--- src/rtl/task_dispatcher.sv ---
// Task dispatcher: per-channel request latches feeding a round-robin
// arbiter and a single-executor IDLE/START/RUN sequencer with a
// saturating RUN-cycle timeout.

// One pending-request bit per channel.
module task_dispatcher_chan (
    input  logic clk_i,
    input  logic rst_n_i,
    input  logic req_i,
    input  logic dis_i,
    input  logic busy_i,
    input  logic grant_i,
    output logic pending_o
);
    logic pending_q, pending_d;

    // Disable wins, then grant consumes; new requests only land when idle.
    always_comb begin
        pending_d = pending_q;
        if (dis_i)
            pending_d = 1'b0;
        else if (grant_i)
            pending_d = 1'b0;
        else if (req_i && !busy_i)
            pending_d = 1'b1;
    end

    // Pending state register.
    always_ff @(posedge clk_i or negedge rst_n_i) begin
        if (!rst_n_i) pending_q <= 1'b0;
        else          pending_q <= pending_d;
    end

    assign pending_o = pending_q;
endmodule

module task_dispatcher #(
    parameter  int CHANNELS      = 4,
    parameter  int TIMEOUT_WIDTH = 16,
    localparam int CW            = (CHANNELS > 1) ? $clog2(CHANNELS) : 1
) (
    input  logic                     clk_i,
    input  logic                     rst_n_i,
    input  logic [CHANNELS-1:0]      task_req_i,
    input  logic [CHANNELS-1:0]      disable_i,
    input  logic [TIMEOUT_WIDTH-1:0] timeout_cycles_i,
    output logic [CHANNELS-1:0]      busy_o,
    output logic [CHANNELS-1:0]      task_done_o,
    output logic [CHANNELS-1:0]      task_timeout_o,
    output logic                     exec_start_o,
    output logic [CW-1:0]            exec_channel_o,
    output logic                     exec_busy_o,
    input  logic                     exec_done_i
);
    typedef enum logic [1:0] {IDLE, START, RUN} state_e;

    state_e                   state_q, state_d;
    logic [CW-1:0]            chan_q, chan_d;
    logic [CW-1:0]            last_q, last_d;
    logic [TIMEOUT_WIDTH-1:0] cnt_q, cnt_d;
    logic [CHANNELS-1:0]      done_q, done_d;
    logic [CHANNELS-1:0]      tmo_q, tmo_d;
    logic [CHANNELS-1:0]      pending, grant_vec, busy_w;
    logic                     active, grant_vld, expired;
    logic [CW-1:0]            grant_idx;
    logic [TIMEOUT_WIDTH:0]   cnt_inc;

    assign active = (state_q != IDLE);

    for (genvar i = 0; i < CHANNELS; i++) begin : g_chan
        assign busy_w[i] = pending[i] | (active && (chan_q == CW'(i)));
        task_dispatcher_chan u_chan (
            .clk_i     (clk_i),
            .rst_n_i   (rst_n_i),
            .req_i     (task_req_i[i]),
            .dis_i     (disable_i[i]),
            .busy_i    (busy_w[i]),
            .grant_i   (grant_vec[i]),
            .pending_o (pending[i])
        );
    end

    // Round-robin search starting one past the last granted channel.
    always_comb begin
        int idx;
        idx       = 0;
        grant_vld = 1'b0;
        grant_idx = '0;
        for (int j = 0; j < CHANNELS; j++) begin
            idx = int'(last_q) + 1 + j;
            if (idx >= CHANNELS) idx = idx - CHANNELS;
            if (!grant_vld && pending[CW'(idx)]) begin
                grant_vld = 1'b1;
                grant_idx = CW'(idx);
            end
        end
    end

    // Expiry means this RUN cycle is the TIMEOUT_CYCLES-th without done.
    assign cnt_inc = {1'b0, cnt_q} + (TIMEOUT_WIDTH+1)'(1);
    assign expired = (timeout_cycles_i != '0) && (cnt_inc >= {1'b0, timeout_cycles_i});

    // Sequencer next-state: grant, launch, then wait for done or timeout.
    always_comb begin
        state_d   = state_q;
        chan_d    = chan_q;
        last_d    = last_q;
        cnt_d     = cnt_q;
        done_d    = '0;
        tmo_d     = '0;
        grant_vec = '0;
        case (state_q)
            IDLE: if (grant_vld) begin
                chan_d               = grant_idx;
                last_d               = grant_idx;
                grant_vec[grant_idx] = 1'b1;
                state_d              = START;
            end
            START: begin
                cnt_d   = '0;
                state_d = RUN;
            end
            RUN: begin
                if (exec_done_i) begin
                    done_d[chan_q] = 1'b1;
                    state_d        = IDLE;
                end else if (expired) begin
                    tmo_d[chan_q] = 1'b1;
                    state_d       = IDLE;
                end else if (cnt_q != '1) begin
                    cnt_d = cnt_q + 1'b1;
                end
            end
            default: state_d = IDLE;
        endcase
    end

    // Sequencer state registers.
    always_ff @(posedge clk_i or negedge rst_n_i) begin
        if (!rst_n_i) begin
            state_q <= IDLE;
            chan_q  <= '0;
            last_q  <= CW'(CHANNELS - 1);
            cnt_q   <= '0;
            done_q  <= '0;
            tmo_q   <= '0;
        end else begin
            state_q <= state_d;
            chan_q  <= chan_d;
            last_q  <= last_d;
            cnt_q   <= cnt_d;
            done_q  <= done_d;
            tmo_q   <= tmo_d;
        end
    end

    assign busy_o         = busy_w;
    assign task_done_o    = done_q;
    assign task_timeout_o = tmo_q;
    assign exec_start_o   = (state_q == START);
    assign exec_busy_o    = active;
    assign exec_channel_o = chan_q;
endmodule

--- config.mk ---
export PLATFORM = sky130hd
export DESIGN_NAME = task_dispatcher
export DESIGN_NICKNAME = d
export VERILOG_FILES = /design/src/rtl/task_dispatcher.sv
export SDC_FILE = /design/constraint.sdc
export NUM_CORES = 1
export LEC_CHECK = 0
export BUFFER_PORTS_ARGS = -buffer_cell sky130_fd_sc_hd__buf_2
export CAP_MARGIN = 10
export CORE_UTILIZATION = 55
export DETAILED_ROUTE_END_ITERATION = 6
export PLACE_DENSITY = 0.88
export SLEW_MARGIN = 20
export SYNTH_ARGS = -nofsm -noshare
export SYNTH_HDL_FRONTEND = slang
export SYNTH_SLANG_ARGS = --single-unit
export TNS_END_PERCENT = 1
--- constraint.sdc ---
create_clock -name clk_i -period 4.35 [get_ports clk_i]
set_input_delay 0.6525 -clock clk_i [delete_from_list [all_inputs] [get_ports clk_i]]
set_output_delay 0.6525 -clock clk_i [all_outputs]
set_load 0.01 [all_outputs]
**After elaboration in Yosys (flattened, before gate mapping)**

Index checks and enable logic that the tools add are counted.

- Bits in registers: 34
- Logic and storage cells: 136
- Bits of input ports: 27
- Output and inout port bits: 16

- Reduce and logical (&&, ||, !) cells: 33
- $lt $le $gt $ge: 13
- Bitwise logic cells: 4
- Equal/unequal tests: 11
- Multiplexer cells: 55
- Add/sub/neg operators: 10

Operators with widths:

| cell | number |
|---|---|
| 2-to-1 mux 16 bit | 3 |
| case mux 16 bit (2 select lines) | 1 |
| 2-to-1 mux 4 bit | 7 |
| 2-to-1 mux 1 bit | 26 |
| 2-to-1 mux 2 bit | 11 |
| adder 16 x 1 -> 17 bit (second input constant) | 1 |
| >= comparator 17 x 16 -> 1 bit | 1 |
| adder 16 x 1 -> 16 bit (second input constant) | 1 |
| less-than comparator 2 x 4 -> 1 bit (second input constant) | 4 |
| != test 16 bit (second input constant) | 1 |
| nonzero test 16 bit | 1 |
| logical AND 1 bit | 14 |
| >= comparator 4 x 3 -> 1 bit (second input constant) | 3 |
| nonzero test 3 bit | 4 |
| adder 3 x 2 -> 4 bit (second input constant) | 2 |
| binary-select mux 1 bit (select 2 bit) | 4 |
| != test 2 bit (second input constant) | 4 |
| subtractor 2 x 1 -> 2 bit (second input constant) | 4 |
| logical NOT 1 bit | 7 |
| equality test 2 bit (second input constant) | 3 |
| less-than comparator 2 x 3 -> 1 bit (second input constant) | 2 |
| case mux 2 bit (3 select lines) | 1 |
| adder 3 x 1 -> 4 bit (second input constant) | 1 |
| demux 1 bit (select 2 bit) | 2 |
| other kinds (10) | 18 |

**Depth between registers and ports, before layout**

- Depth after elaboration: 24
- Depth in mapped cells: 13
- Gate-level depth less buffers: 12

**By module**

Synthesis repeated with hierarchy kept, for this count alone.

- Cells, all modules: 260
- Area total of the unflattened synthesis: 2294.7 um^2

Modules (own cells, without submodules):

| module | area each (um^2) | cells an instance | instances | seq. area each (um^2) |
|---|---|---|---|---|
| task_dispatcher | 2094.5 | 244 | 1 | 753.2 |
| task_dispatcher_chan | 50.0 | 4 | 4 | 25.0 |

**Worst setup path after synthesis**

OpenSTA, ideal clock, no wires.

- Path kind: register -> register
- Start: register cnt_q[0]
- End: register cnt_q[14]
- Required time: 4225 ps
- Arrival time: 3167 ps
- Clock period less this slack: 3292 ps
- Path buffers: 1
- Path slack: 1058 ps
- Library setup time: 125 ps
- Stages on the path, launching flop included: 14
- Cells stage by stage: dfrtp_1 -> ha_1 -> and3_2 -> and3_1 -> and3_1 -> xor2_1 -> ha_1 -> a21oi_1 -> nor3b_1 -> o31a_1 -> nor4_4 -> o21a_2 -> buf_6 -> mux2_4

- Word-level cells in the longest chain between the ends: 5
- Elaborated cells on any way between the ends: 12
- Classes of those cells: add/sub: 2; order compare: 1; eq/ne: 3; mux: 4; reduce/logical: 2

RTL lines:

| what | line | RTL |
|---|---|---|
| start: declaration | 60 | `logic [TIMEOUT_WIDTH-1:0] cnt_q, cnt_d;` |
| start signal: assignment | 151 | `cnt_q <= cnt_d;` |
| adder 16 x 1 -> 17 bit or adder 16 x 1 -> 16 bit (tied branches) | 100, 131 |  |
| >= comparator 17 x 16 -> 1 bit or 2-to-1 mux 16 bit (tied branches) | 101, 130 |  |
| logical AND 1 bit or 2-to-1 mux 16 bit (tied branches) | 101, 127 |  |
| != test 2 bit (no source line) or 2-to-1 mux 16 bit (tied branches) | -- |  |
| AND reduction 4 bit (no source line) or case mux 16 bit (2 select lines) (tied branches) | -- |  |

Parallel ways exist; a longest one is shown, timed or not. The select of a mux whose other input is x is not followed.
A chain may end at the register's enable or synchronous reset.

**Worst setup path after layout**

- Start: register cnt_q[2]
- End: register cnt_q[13]

Same word-level chain as after synthesis.

==> results.yml <==
worst_setup_path:
  crit_slowest_cell: "dfrtp_1"
  critPathBufInv: 1
  worst_r2r_endpoint: "cnt_q[13]$_DFFE_PN0P_"
  max_stage_delay_ps: 420
  cp-end-kind: "flop"
  r2r_start: "cnt_q[2]$_DFFE_PN0P_"
  cp_max_fo: 16
  r2r_slack_ps: 630
  crit_path_cell_trace: "and3_1, and4_1, nand2_1, nor3_1, xnor2_1, ha_1, a21boi_0, o21ai_0, o211a_1, nor4_4, buf_4, o21a_2, mux2_2"
  path_delay_family: "simple AND/OR/NAND/NOR gates"
  critPathArrivalTime_ps: 3890
  startpoint_type: "flop"
  critical_path_required_ps: 4520
  reg2regPathDepth: 13
  crit_type: "flop to flop"
cells_and_area:
  fin_util_pct: 65.6
  diodes: 0
  drive_above_1_share_pct: 21.5
  syn2layout_area_growth_pct: 13.1
  regArea_um2: 853
  nFillCells: 338
  nNetsFinal: 346
  multi_input_area_um2: 1310
logic_synthesis:
  synth_area_leader_cell: "dfrtp_1"
  synthDistinctLibCells: 49
  async_flop_share_pct: 100
  synthesis.nets: 305
  synth_top_area_share_pct: 34.3
  yosysSeqAreaShare_pct: 36.5
  ys_ff_latch: 34
  yosys_warnings: 0
  netlist_instances: 261
  syn-cell-area_um2: 2330
  synth_edf_count: 0
  synth_area_leaders: "dfrtp_1, ha_1, nand2_1"
  synth_area_per_cell_um2: 8.95
  yosys_most_used_dff: "dfrtp_1"
clock_network:
  clockBufferDepth: 2
  post_cts_buffers: 0
  htreeDepth: 2
  post_cts_resized: 0
  cts_tree: "done"
  numClockSinks: 34
  cts_hold_buf: 0
  clock_tree.root_cell: "clkbuf_8"
  cts.reportedPaths.clkPinSlew_ps: 70
  cts_inserted_buffers: 5
  clk_latency_ps: 290
timing:
  period_minus_slack_ps: 3720
  fin_tns_setup_ps: 0
  finClkSkew_ps: 8.09
  min_period_over_period_pct: 85.5
  worstMarginPinSlew_ps: 714
  final-setup-viol-count: 0
  maxClockFrequency_mhz: 269
  slew_viol_final: 0
  slew_headroom_pct: 52.4
  rsz0062_at_grt: "false"
  hold_violations: 0
die:
  coreArea_um2: 4030
  die_area_um2: 4510
  rows: 23
  start_util_pct: 58.0
  floorplan.io_pins: 43
  die_h_um: 67.2
  fp.dieW_um: 67.2
routing:
  viasPerCell: 5.92
  routed_wl_um: 5280
  drc: 0
  wl_per_cell_um: 15.0
  vias: 2089
  final_antenna_net_count: 0
  firstDrtPassIters: 5
  drt_iter0_drc: 183
global_route:
  grt_pass1_vias: 1952
  grt_pass1_wl_um: 8510
  grt.overflow.total: 0
  grtUsageTotal_pct: 25.5
  grt_start_max_net_pins: 35
  antenna_found_initial: 0
flow_run:
  maxCapViolCount: 0
power:
  p_per_area_nw_per_um2: 429
  p_comb_share_pct: 38.0
  p_int_uw: 669
  total_power_mw: 1.13
  seq_power_share_pct: 40.9
  vdd.ir_drop.worst_uv: 279
  clockPowerShare_pct: 21.1
  leakage_nw: 1.41
  p_sw_uw: 464
  swShare_pct: 41.0
placement:
  place_congestion: 0.947
  port_buffers: 42
  dp_hpwl_um: 4040
status:
  status: "finished, final reports clean"
min_path:
  min_path_type: "input port to asynchronous set/reset pin"
flip-flops by register name, indices dropped and copies added (netlist names):
signal and flops:
g_chan.u_chan.pending_o 4, task_done_o 4, state_q 2, cnt_q 16, task_timeout_o 4, exec_channel_o 2, last_q 2
metal layers:
layer	up-vias	wire length, um	global-route usage (%)
met5	-	0	0
met4	0	106	10.4
met3	11	317	4.56
met2	72	2600	41.9
met1	997	2250	33.0
li1	1009	-	-
worst register-to-register path, stage by stage (launching register included):
cell and delay [ps]:
dfrtp_1 420, and3_1 230, and4_1 250, nand2_1 140, nor3_1 420, xnor2_1 170, ha_1 250, a21boi_0 200
o21ai_0 120, o211a_1 260, nor4_4 200, buf_4 250, o21a_2 320, mux2_2 370
power groups by stage:
stage	registers (mW)	logic (mW)	clock network, mW
2_1_floorplan	0.451	0.326	0
3_3_place_gp	0.462	0.408	0
3_5_place_dp	0.465	0.423	0
4_1_cts	0.460	0.426	0.247
5_1_grt	0.472	0.474	0.261
6_report	0.463	0.431	0.240
cell type report:
cell class | count | share of cell area, %
clock buffers | 6 | 3.13
clock inverters | 2 | 0.474
inverters | 25 | 3.55
multi-input cells | 192 | 49.6
flip-flops and latches | 34 | 32.3
well taps | 50 | 2.37
repair buffers | 44 | 8.53
stage by stage:
| step | cell area (um^2) | instances | hold slack, ps | worst slack, ps |
|---|---|---|---|---|
| after floorplan | 2330 | 261 | 357 | 1060 |
| after global placement | 2550 | 345 | 486 | 844 |
| after detailed placement | 2550 | 345 | 492 | 710 |
| after CTS | 2640 | 353 | 437 | 687 |
| after global routing | 2640 | 353 | 463 | 401 |
| final | 2640 | 353 | 417 | 629 |
how the worst max path moves through the flow:
| stage | start | to | slack, ps | cells past startpoint |
|---|---|---|---|---|
| after global placement | cnt_q[0]$_DFFE_PN0P_ | cnt_q[13]$_DFFE_PN0P_ | 840 | 13 |
| after global routing | cnt_q[2]$_DFFE_PN0P_ | cnt_q[13]$_DFFE_PN0P_ | 400 | 13 |
| after detailed placement | cnt_q[2]$_DFFE_PN0P_ | cnt_q[13]$_DFFE_PN0P_ | 710 | 13 |
| after CTS | cnt_q[2]$_DFFE_PN0P_ | cnt_q[13]$_DFFE_PN0P_ | 690 | 13 |
| after floorplan | cnt_q[0]$_DFFE_PN0P_ | cnt_q[14]$_DFFE_PN0P_ | 1060 | 13 |
| final | cnt_q[2]$_DFFE_PN0P_ | cnt_q[13]$_DFFE_PN0P_ | 630 | 13 |
cell families (layout without fill, tap and decap cells):
logic type / count (synthesis) / count (layout) / share of synthesized area [%]
AND/OR/NAND/NOR: 89 / 89 / 19.5
AO/OA/AOI/OAI: 65 / 65 / 19.1
buffers and inverters: 35 / 77 / 7.29
flip-flops: 34 / 34 / 36.5
adder cells (fa/ha/maj): 17 / 17 / 9.11
XOR/XNOR: 14 / 14 / 5.25
multiplexers: 7 / 7 / 3.27
placed cells by master, fill, tap and decap left out, types with 2 or more instances in the layout:
master / n
buf_2: 42
nand2b_1: 5
nand3_1: 9
and3_1: 4
nor3_1: 5
buf_4: 2
ha_1: 17
nor4_1: 5
a211oi_1: 2
o21ai_0: 17
a21o_1: 5
o211a_1: 2
mux2i_1: 5
a221oi_1: 2
clkbuf_8: 6
and4_1: 2
dfstp_2: 2
dfrtp_1: 32
xor2_1: 6
and2_1: 3
nor2_1: 17
nand2_1: 27
inv_1: 25
nand4_1: 4
a21oi_1: 14
xnor2_1: 8
o211ai_1: 12
synth_stat cells, types with 3 or more instances:
cell type and instances:
dfrtp_1 32, nand2_1 27, inv_1 25, ha_1 17
nor2_1 17, o21ai_0 17, a21oi_1 14, o211ai_1 12
nand3_1 9, xnor2_1 8, buf_4 6, xor2_1 6
a21o_1 5, mux2i_1 5, nand2b_1 5, nor3_1 5
nor4_1 5, and3_1 4, nand4_1 4, and2_1 3
Power figures use the tool's default switching activity.
